### config.mk
export PLATFORM = sky130hd
export DESIGN_NAME = pipe_ctrl
export DESIGN_NICKNAME = d
export VERILOG_FILES = /design/src/rtl/proc_pkg.sv /design/src/rtl/pipe_ctrl_mc_timer.sv /design/src/rtl/pipe_ctrl.sv
export SDC_FILE = /design/constraint.sdc
export NUM_CORES = 1
export LEC_CHECK = 0
export ABC_CLOCK_PERIOD_IN_PS = 3500
export BUFFER_PORTS_ARGS = -buffer_cell sky130_fd_sc_hd__buf_2
export CORE_UTILIZATION = 46
export DETAILED_ROUTE_END_ITERATION = 12
export PLACE_DENSITY = 0.91
export SLEW_MARGIN = 10
export SYNTH_ARGS = -nofsm -noshare
export SYNTH_HDL_FRONTEND = slang
export SYNTH_HIERARCHICAL = 1
export SYNTH_SLANG_ARGS = --single-unit
### constraint.sdc
create_clock -name clk -period 3.5 [get_ports clk]
set_input_delay 0.35 -clock clk [delete_from_list [all_inputs] [get_ports clk]]
set_output_delay 0.35 -clock clk [all_outputs]
set_load 0.05 [all_outputs]
### src/rtl/proc_pkg.sv
// Shared processor definitions: opcodes, register address width,
// forwarding-select encoding and the pipeline-controller state type.
package proc_pkg;

    localparam int unsigned REG_AW = 4;
    localparam int unsigned CNT_W  = 4;

    localparam logic [4:0] OP_MOD = 5'b00000;
    localparam logic [4:0] OP_MUL = 5'b00100;
    localparam logic [4:0] OP_LB  = 5'b01000;
    localparam logic [4:0] OP_LW  = 5'b01001;

    typedef enum logic [1:0] {
        FWD_RF = 2'b00,
        FWD_W  = 2'b01,
        FWD_M  = 2'b10
    } fwd_sel_t;

    typedef enum logic {
        ST_RUN,
        ST_MC_WAIT
    } pc_state_t;

    // Operand bypass select for one E-stage source; M is younger so it wins.
    function automatic fwd_sel_t fwd_select(
        input logic [REG_AW-1:0] rs,
        input logic [REG_AW-1:0] rd_m,
        input logic              regw_m,
        input logic [REG_AW-1:0] rd_w,
        input logic              regw_w
    );
        fwd_sel_t sel;
        sel = FWD_RF;
        if (regw_m && (rd_m != '0) && (rd_m == rs)) begin
            sel = FWD_M;
        end else if (regw_w && (rd_w != '0) && (rd_w == rs)) begin
            sel = FWD_W;
        end
        return sel;
    endfunction

endpackage

### src/rtl/pipe_ctrl_mc_timer.sv
// mc_timer: occupancy counter for multicycle E-stage operations.
// Load has priority over decrement; the counter never wraps below zero.
module mc_timer
    import proc_pkg::*;
(
    input  logic             clk,
    input  logic             rst_n,
    input  logic             i_load,
    input  logic [CNT_W-1:0] i_load_val,
    input  logic             i_dec,
    output logic             o_tc
);

    logic [CNT_W-1:0] r_cnt;

    // Count register: load start value, else step down toward zero.
    always_ff @(posedge clk or negedge rst_n) begin
        if (!rst_n) begin
            r_cnt <= '0;
        end else if (i_load) begin
            r_cnt <= i_load_val;
        end else if (i_dec && (r_cnt != '0)) begin
            r_cnt <= r_cnt - 1'b1;
        end
    end

    // Terminal count: last occupancy cycle (cnt 1, or 0 as a safe fallback).
    assign o_tc = (r_cnt <= CNT_W'(1));

endmodule

### src/rtl/pipe_ctrl.sv
// pipe_ctrl: hazard, flush and forwarding control for a 5-stage pipeline.
// Build option: define PIPE_CTRL_FWD_EN to enable E-stage operand bypass;
// without it every in-flight RAW dependence on a D source stalls instead.
module pipe_ctrl
    import proc_pkg::*;
#(
    parameter int unsigned MUL_CYCLES = 3,
    parameter int unsigned MOD_CYCLES = 8
)
(
    input  logic              clk,
    input  logic              rst_n,
    input  logic [4:0]        opcode_e,
    input  logic [REG_AW-1:0] rs1_d,
    input  logic [REG_AW-1:0] rs2_d,
    input  logic [REG_AW-1:0] rs1_e,
    input  logic [REG_AW-1:0] rs2_e,
    input  logic [REG_AW-1:0] rd_e,
    input  logic [REG_AW-1:0] rd_m,
    input  logic [REG_AW-1:0] rd_w,
    input  logic              regw_e,
    input  logic              regw_m,
    input  logic              regw_w,
    input  logic              memread_e,
    input  logic              branch_taken_e,
    output logic              stall_f,
    output logic              stall_d,
    output logic              stall_e,
    output logic              flush_d,
    output logic              flush_e,
    output logic              flush_m,
    output logic [1:0]        fwd_a_e,
    output logic [1:0]        fwd_b_e,
    output logic              mc_busy
);

`ifdef PIPE_CTRL_FWD_EN
    localparam bit FWD_EN = 1'b1;
`else
    localparam bit FWD_EN = 1'b0;
`endif

    pc_state_t        r_state;
    pc_state_t        w_state_nxt;
    logic             w_is_mul;
    logic             w_is_mc;
    logic [CNT_W-1:0] w_load_val;
    logic             w_mc_load;
    logic             w_mc_dec;
    logic             w_mc_tc;
    logic             w_load_use;
    logic             w_raw_d;
    logic             w_hazard;
    fwd_sel_t         w_fwd_a;
    fwd_sel_t         w_fwd_b;
    logic             w_stall_f;
    logic             w_stall_d;
    logic             w_stall_e;
    logic             w_flush_d;
    logic             w_flush_e;
    logic             w_flush_m;

    assign w_is_mul   = (opcode_e == OP_MUL);
    assign w_is_mc    = w_is_mul || (opcode_e == OP_MOD);
    assign w_load_val = w_is_mul ? CNT_W'(MUL_CYCLES - 1) : CNT_W'(MOD_CYCLES - 1);
    assign w_mc_load  = (r_state == ST_RUN) && w_is_mc;
    assign w_mc_dec   = (r_state == ST_MC_WAIT);

    mc_timer u_mc_timer (
        .clk        (clk),
        .rst_n      (rst_n),
        .i_load     (w_mc_load),
        .i_load_val (w_load_val),
        .i_dec      (w_mc_dec),
        .o_tc       (w_mc_tc)
    );

    // Data-hazard detection on the D-stage sources (register 0 never matches).
    always_comb begin
        w_load_use = memread_e && regw_e && (rd_e != '0) &&
                     ((rd_e == rs1_d) || (rd_e == rs2_d));
        w_raw_d    = 1'b0;
        if (rs1_d != '0) begin
            w_raw_d = w_raw_d || (regw_e && (rd_e == rs1_d)) ||
                      (regw_m && (rd_m == rs1_d)) || (regw_w && (rd_w == rs1_d));
        end
        if (rs2_d != '0) begin
            w_raw_d = w_raw_d || (regw_e && (rd_e == rs2_d)) ||
                      (regw_m && (rd_m == rs2_d)) || (regw_w && (rd_w == rs2_d));
        end
        w_hazard = FWD_EN ? w_load_use : (w_load_use || w_raw_d);
    end

    // E-stage operand bypass selects.
    always_comb begin
        w_fwd_a = FWD_RF;
        w_fwd_b = FWD_RF;
        if (FWD_EN) begin
            w_fwd_a = fwd_select(rs1_e, rd_m, regw_m, rd_w, regw_w);
            w_fwd_b = fwd_select(rs2_e, rd_m, regw_m, rd_w, regw_w);
        end
    end

    // State register.
    always_ff @(posedge clk or negedge rst_n) begin
        if (!rst_n) begin
            r_state <= ST_RUN;
        end else begin
            r_state <= w_state_nxt;
        end
    end

    // Next state and stall/flush decode.
    // In RUN a multicycle op outranks a branch, which outranks a data hazard:
    // a flushed D instruction needs no stall, and a stall must not kill the op.
    always_comb begin
        w_state_nxt = r_state;
        w_stall_f   = 1'b0;
        w_stall_d   = 1'b0;
        w_stall_e   = 1'b0;
        w_flush_d   = 1'b0;
        w_flush_e   = 1'b0;
        w_flush_m   = 1'b0;
        case (r_state)
            ST_RUN: begin
                if (w_is_mc) begin
                    w_stall_f   = 1'b1;
                    w_stall_d   = 1'b1;
                    w_stall_e   = 1'b1;
                    w_flush_m   = 1'b1;
                    w_state_nxt = ST_MC_WAIT;
                end else if (branch_taken_e) begin
                    w_flush_d = 1'b1;
                    w_flush_e = 1'b1;
                end else if (w_hazard) begin
                    w_stall_f = 1'b1;
                    w_stall_d = 1'b1;
                    w_flush_e = 1'b1;
                end
            end
            ST_MC_WAIT: begin
                if (!w_mc_tc) begin
                    w_stall_f = 1'b1;
                    w_stall_d = 1'b1;
                    w_stall_e = 1'b1;
                    w_flush_m = 1'b1;
                end else begin
                    w_state_nxt = ST_RUN;
                end
            end
            default: begin
                w_state_nxt = ST_RUN;
            end
        endcase
    end

    // Outputs are held low combinationally for the whole reset interval.
    assign stall_f = rst_n && w_stall_f;
    assign stall_d = rst_n && w_stall_d;
    assign stall_e = rst_n && w_stall_e;
    assign flush_d = rst_n && w_flush_d;
    assign flush_e = rst_n && w_flush_e;
    assign flush_m = rst_n && w_flush_m;
    assign fwd_a_e = rst_n ? w_fwd_a : 2'b00;
    assign fwd_b_e = rst_n ? w_fwd_b : 2'b00;
    assign mc_busy = rst_n && (r_state == ST_MC_WAIT);

endmodule

==> results.sh, run 1 <==
export IMPL_setup_tns_ns=0
export IMPL_clkLatencyLatePin_ns=0.24
export IMPL_rsz0062_at_grt="no"
export IMPL_fp_dieW_um=44.15
export IMPL_antenna_found_initial=0
export IMPL_cts_tree="built"
export IMPL_core_area_mm2=0.001577
export IMPL_cap_viol_max_count=0
export IMPL_clock_sinks=5
export IMPL_grt_pass1_wl_mm=3.215
export IMPL_firstDrtPassIters=8
export IMPL_hold_path_class="primary input to flip-flop"
export IMPL_postLayoutCellArea_mm2=0.001026
export IMPL_diodes=0
export IMPL_cp_required_ns=3.15
export IMPL_layout_min_cycle_time_ns=2.284
export IMPL_numPortBuffers=38
export IMPL_post_route_period_util_pct=65.26
export IMPL_synth_flop_cell="dfrtp_1"
export IMPL_fin_skew_ns=0.003484
export IMPL_hold_slack_ns=0.4283
export IMPL_yosys_register_bits=5
export IMPL_ctsResizeCount=0
export IMPL_cts_root_buffer="clkbuf_4"
export IMPL_setup_slack_ns=1.216
export IMPL_layout_drive_gt1_share_pct=32.19
export IMPL_routedWlPerCell_um=11.89
export IMPL_gp_congestion=1.001
export IMPL_fmax_mhz=437.8
export IMPL_setup_viol=0
export IMPL_h_tree_depth=1
export IMPL_area_growth_pct=25.57
export IMPL_row_count=14
export IMPL_die_area_mm2=0.001949
export IMPL_first_iter_violations=13
export IMPL_avgSynthCellArea_um2=7.708
export IMPL_overflow=0
export IMPL_hold_viol=0
export IMPL_routed_wl_mm=1.926
export IMPL_async_reset_ff_share_pct=100.0
export IMPL_p_leak_nw=0.4656
export IMPL_dp_cells=157
export IMPL_synth_area_um2=817.0
export IMPL_grt_max_degree=12
export IMPL_maxSlewViolCount=0
export IMPL_run_status="finished with violations"
export IMPL_grt_pass1_vias=821
export IMPL_end_kind="primary output"
export IMPL_powerDensity_mw_per_mm2=502.4
export IMPL_place_area_um2=989.7
export IMPL_fin_cells=162
export IMPL_peakVddDrop_mv=0.4455
export IMPL_crit_path_start_kind="flip-flop"
export IMPL_violations="DRC"
export IMPL_clk_path_buf_depth=2
export IMPL_drt_antenna_violating_nets=0
export IMPL_r2r_start="u_mc_timer/r_cnt[0]$_DFFE_PN0P_"
export IMPL_num_io_pins=51
export IMPL_synth_edff_count=0
export IMPL_slew_headroom_pct=58.53
export IMPL_pre_cts_ws_ns=1.356
export IMPL_crit_type="flip-flop to primary output"
export IMPL_die_y_um=44.15
export IMPL_yosysWarnings=6
export IMPL_cp_startpoint="u_mc_timer/r_cnt[0]$_DFFE_PN0P_"
export IMPL_synth_cells=106
export IMPL_drc=6
export IMPL_hpwl_mm=1.568
export IMPL_cts_clk_slew_worst_paths_ns=0.04
export IMPL_final_net_count=190
export IMPL_ys_seq_area_share_pct=15.31
export IMPL_tightest_slew_ns=0.6198
export IMPL_cts_buffers=3
export IMPL_hp_start="opcode_e[0]"
export IMPL_grt_usage_pct=21.35
export IMPL_yosysUniqueCellTypes=33
export IMPL_vias_per_cell=5.463
export IMPL_arrival_ns=1.93
export IMPL_start_util_pct=51.83
export IMPL_crit_path_max_fanout=5
export IMPL_vias=885
cell usage in the layout, fill, tap and decap left out, types with 3 or more instances in the layout:
cell | synthesis | routed
nor2_1 | 7 | 7
inv_1 | 5 | 5
and2_1 | 5 | 5
nand2_1 | 7 | 7
buf_2 | 0 | 38
conb_1 | 2 | 6
clkbuf_4 | 0 | 3
or3_1 | 3 | 3
xnor2_1 | 18 | 18
dfrtp_1 | 5 | 5
a21oi_1 | 7 | 7
nor3_1 | 6 | 6
ha_1 | 3 | 3
nand4_1 | 6 | 6
timing repair:
item / CTS / global route
hold buffers: 1 / 0
endpoints found under the hold margin: 5 / 0
setup buffers: 0 / 0
sequential cells by signal (all words and copies together), names as in the netlist:
register,count
u_mc_timer/r_cnt,4
r_state,1
kinds of logic after synthesis:
group | share of synthesized area [%]
other cells | 0.9192
flops | 15.31
mux | 2.450
fa+ha+maj | 4.595
xor+xnor | 21.44
simple gates | 32.47
buf+inv | 8.729
compound gates | 14.09
critical path: stages (launching register included):
cell and delay, ns:
dfrtp_1 0.42, inv_1 0.12, ha_1 0.17, nor2_1 0.05, nor3_1 0.20, mux2i_1 0.14
and2_1 0.20, o21bai_1 0.17, buf_2 0.22
worst paths after layout:
check                                                        to  cells past startpoint  slack, ns
worst max-delay path                                    stall_d                      8       1.22
worst min-delay path                          r_state$_DFF_PN0_                      3       0.43
worst max register to register  u_mc_timer/r_cnt[0]$_DFFE_PN0P_                      5       1.90
worst min register to register  u_mc_timer/r_cnt[1]$_DFFE_PN0P_                      2       0.58
max in group asynchronous       u_mc_timer/r_cnt[3]$_DFFE_PN0P_                      2       2.87
min in group asynchronous       u_mc_timer/r_cnt[1]$_DFFE_PN0P_                      2       0.47
report_power, final:
| part | internal [mW] | switching (mW) |
|---|---|---|
| Combinational | 0.123 | 0.196 |
| Sequential | 0.0883 | 0.0435 |
| Clock | 0.0430 | 0.0222 |
| Total | 0.254 | 0.261 |
metal layers:
layer / part of all wire [%] / global-route usage [%] / up-vias
met1: 44 / 24.00 / 400
met5: 0 / 0 / -
met3: 6.6 / 1.633 / 4
met2: 48 / 40.29 / 38
met4: 1.2 / 9.697 / 0
li1: - / - / 443
metrics by stage:
step	power [mW]	util [%]
floorplan	0.3780	-
global placement	0.4355	62.78
detailed placement	0.4488	62.78
CTS	0.5181	65.08
global route	0.5609	65.08
finish	0.5155	65.08
layout make-up:
type / count / area [um2]
tap: 16 / 20.02
timing repair buffer: 39 / 200.2
multi-input combinational: 93 / 635.6
fill: 139 / 550.5
clock buffer: 4 / 26.28
inverter: 5 / 18.77
sequential: 5 / 125.1
cells in the mapped netlist (2+ instances only):
cell type	count	share of area, %
dfrtp_1	5	15
nor2b_1	2	1.5
buf_4	7	6.4
ha_1	3	4.6
xnor2_1	18	19
a21oi_1	7	4.3
mux2i_1	2	2.5
o22ai_1	2	1.5
xor2_1	2	2.1
nor2_1	7	3.2
o311ai_0	2	2.1
and2_1	5	3.8
inv_1	5	2.3
or3_1	3	2.3
nor3_1	6	3.7
nand4_1	6	4.6
nand2_1	7	3.2
conb_1	2	0.92
No activity file was read; power rests on OpenSTA's default activity.
==> inputs of run 2 (changes only) <==
- ABC_CLOCK_PERIOD_IN_PS: 3500 -> 2200
- CORE_UTILIZATION: 46 -> 42
- PLACE_DENSITY: 0.91 -> 0.85
- clock period: 3.5 -> 2.2 ns (I/O delays scaled with it)
==> run 2 against run 1 <==
  * First-iteration DRC count fell by 7.7%
  * Power rose by 69%
  * The flow now finishes without violations
  * Sequential power rose by 61%
  * Largest cell class unchanged
  * Critical path depth did not move
  * Utilization fell by 4.5 points
  * Die area rose by 9.1%
  * Via count rose by 0.68%
  * Combinational power rose by 76%
  * Cell area rose by 5.2%
  * Critical path type unchanged
  * Sequential cell count did not move
==> results.sh, run 2 (synthesis results as in run 1) <==
export IMPL_run_status="complete, no violations"
export IMPL_cts_root_buffer="clkbuf_4"
export IMPL_crit_path_start_kind="flip-flop"
export IMPL_cts_buffers=3
export IMPL_core_area_mm2=0.001783
export IMPL_postLayoutCellArea_mm2=0.001080
export IMPL_area_growth_pct=32.16
export IMPL_hold_path_class="primary input to flip-flop"
export IMPL_clkLatencyLatePin_ns=0.23
export IMPL_diodes=0
export IMPL_peakVddDrop_mv=0.6883
export IMPL_hold_viol=0
export IMPL_hpwl_mm=1.687
export IMPL_powerDensity_mw_per_mm2=809.0
export IMPL_cts_clk_slew_worst_paths_ns=0.04
export IMPL_row_count=15
export IMPL_routed_wl_mm=1.987
export IMPL_end_kind="primary output"
export IMPL_cts_tree="built"
export IMPL_dp_cells=167
export IMPL_largest_reg_flops=4
export IMPL_hold_path_depth=4
export IMPL_drc=0
export IMPL_start_util_pct=45.82
export IMPL_fin_cells=173
export IMPL_final_net_count=192
export IMPL_layout_drive_gt1_share_pct=37.16
export IMPL_grt_pass1_wl_mm=3.132
export IMPL_hp_start="opcode_e[2]"
export IMPL_overflow=0
export IMPL_crit_path_max_fanout=5
export IMPL_clock_sinks=5
export IMPL_cap_viol_max_count=0
export IMPL_die_area_mm2=0.002126
export IMPL_reg2reg_to="u_mc_timer/r_cnt[0]$_DFFE_PN0P_"
export IMPL_grt_max_degree=12
export IMPL_grt_usage_pct=20.54
export IMPL_fp_dieW_um=46.11
export IMPL_num_io_pins=51
export IMPL_gp_congestion=0.9173
export IMPL_arrival_ns=1.86
export IMPL_hold_slack_ns=0.3143
export IMPL_layout_min_cycle_time_ns=2.082
export IMPL_fin_skew_ns=0.001065
export IMPL_place_area_mm2=0.001013
export IMPL_first_iter_violations=12
export IMPL_cp_required_ns=1.98
export IMPL_r2r_start="u_mc_timer/r_cnt[1]$_DFFE_PN0P_"
export IMPL_regMostFlops="u_mc_timer/r_cnt"
export IMPL_numPortBuffers=38
export IMPL_setup_viol=0
export IMPL_routedWlPerCell_um=11.49
export IMPL_antenna_found_initial=0
export IMPL_fmax_mhz=480.3
export IMPL_maxSlewViolCount=0
export IMPL_h_tree_depth=1
export IMPL_hold_end="u_mc_timer/r_cnt[2]$_DFFE_PN0P_"
export IMPL_die_y_um=46.11
export IMPL_clk_path_buf_depth=2
export IMPL_drt_antenna_violating_nets=0
export IMPL_layout_common_cells="buf_2, xnor2_1, nand2_1, nor2_1, a21oi_1"
export IMPL_vias_per_cell=5.150
export IMPL_fillers=167
export IMPL_r2r_setup_slack_ns=0.65
export IMPL_p_leak_nw=0.4810
export IMPL_grt_pass1_vias=806
export IMPL_vias=891
export IMPL_post_route_period_util_pct=94.64
export IMPL_crit_type="flip-flop to primary output"
export IMPL_top_regs="u_mc_timer/r_cnt (4), r_state (1)"
export IMPL_final_common_cell="buf_2"
export IMPL_critPathMaxStageDelay_ns=0.43
export IMPL_slowest_stage="dfrtp_2"
export IMPL_cp_cell_sequence="buf_4, ha_1, nor2_1, nor3_2, mux2i_1, and2_4, o21bai_2, buf_6"
export IMPL_firstDrtPassIters=4
export IMPL_rr_worst_depth=5
-- run 2: cell count changes in the layout (fill, tap and decap cells not counted), sizes merged --
cell,previous run,this run
buf,38,40
-- run 2: cell type report --
type | count | area (um2) | share of cell area [%]
inverter | 5 | 18.77 | 1.738
clock buffer | 4 | 26.28 | 2.433
sequential | 5 | 126.4 | 11.70
tap | 25 | 31.28 | 2.897
timing repair buffer | 41 | 227.7 | 21.09
multi-input combinational | 93 | 649.4 | 60.14
-- run 2: worst max path at each step --
stage / from / to / slack [ns] / depth (start not counted)
after global placement: u_mc_timer/r_cnt[0]$_DFFE_PN0P_ / stall_f / 0.31 / 8
after global routing: u_mc_timer/r_cnt[0]$_DFFE_PN0P_ / stall_f / -0.003 / 8
after floorplan: u_mc_timer/r_cnt[0]$_DFFE_PN0P_ / stall_f / 0.07 / 8
final: u_mc_timer/r_cnt[0]$_DFFE_PN0P_ / stall_d / 0.12 / 8
after CTS: u_mc_timer/r_cnt[0]$_DFFE_PN0P_ / stall_d / 0.06 / 8
after detailed placement: u_mc_timer/r_cnt[0]$_DFFE_PN0P_ / stall_d / 0.23 / 8
-- run 2: worst max-delay path: cells and delay by family (launching register included) --
kind,cells,cell delay (ns)
muxes,1,0.19
AOI/OAI and AO/OA,1,0.13
DFF,1,0.43
and+or+nand+nor,3,0.36
buffers and inverters,2,0.32
adders and majority gates,1,0.19
-- run 2: through the flow --
step	setup TNS, ns	setup WS, ns	total power [mW]	util [%]
floorplan	0	0.06827	0.6059	-
global placement	0	0.3138	0.6978	56.84
detailed placement	0	0.2301	0.7236	56.84
CTS	0	0.05611	0.8385	59.16
global route	-0.006543	-0.003499	0.9427	60.56
finish	0	0.1178	0.8735	60.56
-- run 2: power by group --
| group | internal, mW | leakage, nW | switching, mW |
|---|---|---|---|
| Clock | 0.0683 | 0.0150 | 0.0329 |
| Sequential | 0.142 | 0.0585 | 0.0709 |
| Combinational | 0.235 | 0.408 | 0.324 |
-- run 2: routing by layer --
layer / wire [um] / GRT usage [%]
met1: 862 / 21.58
met2: 961 / 38.59
met3: 131 / 2.353
met4: 31 / 11.76
met5: 0 / 0
-- run 2: repair_timing --
action,CTS,global route
pin swaps,0,1
hold buffers,1,0
resized for setup,1,10
endpoints found under the setup margin,2,2
endpoints found under the hold margin,5,0
setup buffers,0,1
